<file path="src/rtl/alu_operand_sequencer.sv">
// Operand/opcode entry sequencer for the 2-bit ALU trainer: debounced button steps A, B, opcode,
// then captures the ALU result. Define ALU_CHAIN_EN to chain results back into operand A.
module alu_operand_sequencer #(
  parameter int WIDTH           = 2,
  parameter int SYNC_STAGES     = 2,
  parameter int DEBOUNCE_CYCLES = 16
) (
  input  logic             clk,
  input  logic             rst_n,
  input  logic [WIDTH-1:0] sw_data,
  input  logic             btn_next,
  input  logic [WIDTH-1:0] alu_result,
  output logic [WIDTH-1:0] alu_a,
  output logic [WIDTH-1:0] alu_b,
  output logic [1:0]       alu_op,
  output logic [WIDTH-1:0] result_q,
  output logic             result_valid,
  output logic             exec_pulse,
  output logic [2:0]       state_code
);

  localparam int CW = (DEBOUNCE_CYCLES > 1) ? $clog2(DEBOUNCE_CYCLES) : 1;
  localparam logic [CW-1:0] CNT_MAX = CW'(DEBOUNCE_CYCLES - 1);

  typedef enum logic [2:0] {
    S_A    = 3'd0,
    S_B    = 3'd1,
    S_OP   = 3'd2,
    S_EXEC = 3'd3,
    S_SHOW = 3'd4
  } state_t;

  logic [SYNC_STAGES-1:0] r_sync;
  logic                   w_sync;
  logic [CW-1:0]          r_deb_cnt;
  logic                   r_deb_level;
  logic                   r_deb_level_d;
  logic                   r_press;

  state_t                 r_state;
  logic [WIDTH-1:0]       r_a;
  logic [WIDTH-1:0]       r_b;
  logic [1:0]             r_op;
  logic [WIDTH-1:0]       r_result;
  logic                   r_valid;
  logic                   r_exec_pulse;

  always_ff @(posedge clk or negedge rst_n) begin
    if (!rst_n) begin
      r_sync <= '0;
    end else begin
      r_sync <= {r_sync[SYNC_STAGES-2:0], btn_next};
    end
  end

  assign w_sync = r_sync[SYNC_STAGES-1];

  // A level change is accepted only after DEBOUNCE_CYCLES consecutive mismatching cycles.
  always_ff @(posedge clk or negedge rst_n) begin
    if (!rst_n) begin
      r_deb_cnt     <= '0;
      r_deb_level   <= 1'b0;
      r_deb_level_d <= 1'b0;
      r_press       <= 1'b0;
    end else begin
      r_deb_level_d <= r_deb_level;
      r_press       <= r_deb_level & ~r_deb_level_d;
      if (w_sync != r_deb_level) begin
        if (r_deb_cnt == CNT_MAX) begin
          r_deb_level <= w_sync;
          r_deb_cnt   <= '0;
        end else begin
          r_deb_cnt <= r_deb_cnt + 1'b1;
        end
      end else begin
        r_deb_cnt <= '0;
      end
    end
  end

  // A press that lands in S_EXEC is dropped, not queued.
  always_ff @(posedge clk or negedge rst_n) begin
    if (!rst_n) begin
      r_state      <= S_A;
      r_a          <= '0;
      r_b          <= '0;
      r_op         <= '0;
      r_result     <= '0;
      r_valid      <= 1'b0;
      r_exec_pulse <= 1'b0;
    end else begin
      r_exec_pulse <= 1'b0;
      case (r_state)
        S_A: begin
          if (r_press) begin
            r_a     <= sw_data;
            r_state <= S_B;
          end
        end
        S_B: begin
          if (r_press) begin
            r_b     <= sw_data;
            r_state <= S_OP;
          end
        end
        S_OP: begin
          if (r_press) begin
            r_op    <= sw_data[1:0];
            r_state <= S_EXEC;
          end
        end
        S_EXEC: begin
          r_result     <= alu_result;
          r_valid      <= 1'b1;
          r_exec_pulse <= 1'b1;
          r_state      <= S_SHOW;
        end
        S_SHOW: begin
          if (r_press) begin
            r_valid <= 1'b0;
`ifdef ALU_CHAIN_EN
            r_a     <= r_result;
            r_state <= S_B;
`else
            r_state <= S_A;
`endif
          end
        end
        default: r_state <= S_A;
      endcase
    end
  end

  assign alu_a        = r_a;
  assign alu_b        = r_b;
  assign alu_op       = r_op;
  assign result_q     = r_result;
  assign result_valid = r_valid;
  assign exec_pulse   = r_exec_pulse;
  assign state_code   = r_state;

endmodule

</file>
<file path="config.mk">
export PLATFORM = sky130hd
export DESIGN_NAME = alu_operand_sequencer
export DESIGN_NICKNAME = d
export VERILOG_FILES = /design/src/rtl/alu_operand_sequencer.sv
export SDC_FILE = /design/constraint.sdc
export NUM_CORES = 1
export LEC_CHECK = 0
export CAP_MARGIN = 5
export CORE_MARGIN = 2
export CORE_UTILIZATION = 38
export DETAILED_ROUTE_END_ITERATION = 8
export DONT_BUFFER_PORTS = 1
export MAX_ROUTING_LAYER = met4
export PLACE_DENSITY = 0.49
export SYNTH_ARGS = -nofsm -noshare
export SYNTH_HDL_FRONTEND = slang
export SYNTH_SLANG_ARGS = --single-unit
</file>
<file path="constraint.sdc">
create_clock -name clk -period 3.95 [get_ports clk]
set_input_delay 1.185 -clock clk [delete_from_list [all_inputs] [get_ports clk]]
set_output_delay 1.185 -clock clk [all_outputs]
set_load 0.05 [all_outputs]
</file>
==> impl_metrics.tcl <==
set metrics [dict create \
    first_global_vias 495 \
    grt_max_degree 23 \
    hold_viol 0 \
    chipWidth_um 51.60 \
    overflow 0 \
    cts_setup_buffers 0 \
    setup_viol 0 \
    layout_min_cycle_time_ns 2.273 \
    dp_hpwl_um 949.7 \
    synth-edff-count 0 \
    ys_warn_count 0 \
    synth_cell_types 22 \
    antenna_found_initial 0 \
    routed_wl_um 1253 \
    cts_max_level 1 \
    drt_pass1_iterations 2 \
    final_util 0.4273 \
    cp-startpoint "state_code[0]" \
    via_per_inst 4.863 \
    max_freq_ghz 0.4399 \
    clk_latency_ns 0.30 \
    synth_seq_area_share 0.6395 \
    maxCapViolCount 0 \
    die_h_um 51.60 \
    ir_worst_vdd_mv 0.2640 \
    layout.cells.most_common "dfrtp_1" \
    fin_nets 76 \
    hold_start "r_sync[0]" \
    cp_data_required_time_ns 2.76 \
    cts.path.max_buffers 2 \
    hold_ws_ns 0.3600 \
    yosysTopAreaCell "dfrtp_1" \
    cts_root_buffer "clkbuf_4" \
    fin_worst_skew_ns 0.0008840 \
    clock-sinks 22 \
    fp-row-count 17 \
    p_leak_nw 0.4354 \
    drive_above_1_share 0.1940 \
    clk_pin_slew_ns 0.11 \
    grt_pass1_wl_um 2125 \
    core-area_um2 2170 \
    whs_path_depth 0 \
    holdBufCountCts 0 \
    netlist_instances 64 \
    synthArstFlopShare 1.000 \
    path_class "reg -> out" \
    worstPathArrival_ns 1.09 \
    cp-end-kind "output port" \
    r2r_cells 3 \
    start_util 0.3968 \
    synth_nets 72 \
    relSlewSlack 0.5544 \
    numCtsBuffers 3 \
    cellPowerDensity_nw_per_um2 395.4 \
    netlist_area_um2 860.8 \
    startpoint_type "flip-flop" \
    syn_to_final_growth_pct 7.703 \
    drc 0 \
    synth.area.top_cells "dfrtp_1 64%, mux2_2 9.2%, mux2_1 2.6%, nor2_1 2.6%, a21oi_1 2.3%" \
    fin_ws_ns 1.677 \
    outcome "complete, no violations" \
    yosysTopAreaCellShare 0.6395 \
    die_area_um2 2662 \
    ctsResizeCount 0 \
    placed_cells 91 \
    grtUsageTotal 0.1132 \
    wire_per_inst_um 13.19 \
    hold_class "reg -> reg" \
    synth_area_per_cell_um2 13.45 \
    finalCritPeriodShare 0.5755 \
    antenna_left 0 \
    yosys_most_used_dff "dfrtp_1" \
    worst_pin_slew_ns 0.6684 \
    slew_viol_final 0 \
    numPortBuffers 0 \
    finalWeightedCongestion 0.6112 \
    drt_iter0_drc 1 \
    yosys_register_bits 22 \
    final_cells 95 \
    dp_slack_ns 2.003 \
    cts_tree "yes" \
    route.vias.total 462 \
    tns_ns 0 \
    cp_num_cells 0 \
    grt_setup_unrepaired "no" \
    io-pin-count 20 \
    nFillCells 207 \
    cp_max_fo 9 \
    r2r_start "state_code[2]" \
    final_cell_mix "22 x dfrtp_1, 7 x mux2_2, 6 x nor2_1" \
    antenna_cells 0 \
]
kinds of logic after synthesis:
kind of cell | share of synthesized area
muxes | 0.1294
xor gates and xnor gates | 0.02035
adders and majority gates | 0.01453
buffers and inverters | 0.01453
DFF | 0.6395
AOI/OAI and AO/OA | 0.02907
and+or+nand+nor | 0.1526
routing by layer:
metal	up-vias	track usage	part of all wire
li1	222	-	-
met1	222	0.1342	0.45
met2	16	0.1731	0.46
met3	2	0.05747	0.071
met4	0	0.02632	0.0096
met5	-	-	0
stage by stage:
step,area [um2],total power [mW]
2_1_floorplan,860.8,0.2500
3_3_place_gp,890.9,0.2516
3_5_place_dp,890.9,0.2518
4_1_cts,927.1,0.3723
5_1_grt,927.1,0.3819
6_report,927.1,0.3666
layout make-up:
type	count	area [um2]	area share
Sequential cell	22	550.5	0.5938
Multi-Input combinational cell	39	297.8	0.3212
Clock buffer	4	36.28	0.03914
Tap cell	28	35.03	0.03779
Inverter	2	7.507	0.008097
final timing paths:
path	end	slack (ns)
setup reg to reg	alu_b[1]	2.30
min in group asynchronous	exec_pulse	0.56
max in group asynchronous	state_code[1]	3.32
hold / removal	r_sync[1]	0.36
setup / recovery	state_code[0]	1.68
hold reg to reg	r_sync[1]	0.36
cell usage after synthesis (all sizes together), types with 2 or more instances:
master and count:
nand2 2, mux2 9, nor2 6, nor2b 2
xnor2 2, nand3b 2, dfrtp 22, nand2b 2
nor3b 2, inv 2, a21oi 4
sequential cells by signal, summed over array words and instances (netlist names):
register	flops
r_press	1
result_valid	1
r_deb_cnt	4
r_deb_level	1
alu_op	2
alu_a	2
r_deb_level_d	1
result_q	2
state_code	3
r_sync	2
exec_pulse	1
alu_b	2
where the power goes:
| part | leakage, nW | internal, mW | switching (mW) | total (mW) |
|---|---|---|---|---|
| registers | 0.296 | 0.230 | 0.00985 | 0.240 |
| clock network | 0.0210 | 0.0562 | 0.0631 | 0.119 |
| logic | 0.119 | 0.00433 | 0.00298 | 0.00732 |
Note: power is estimated with default switching activity, not from simulation.
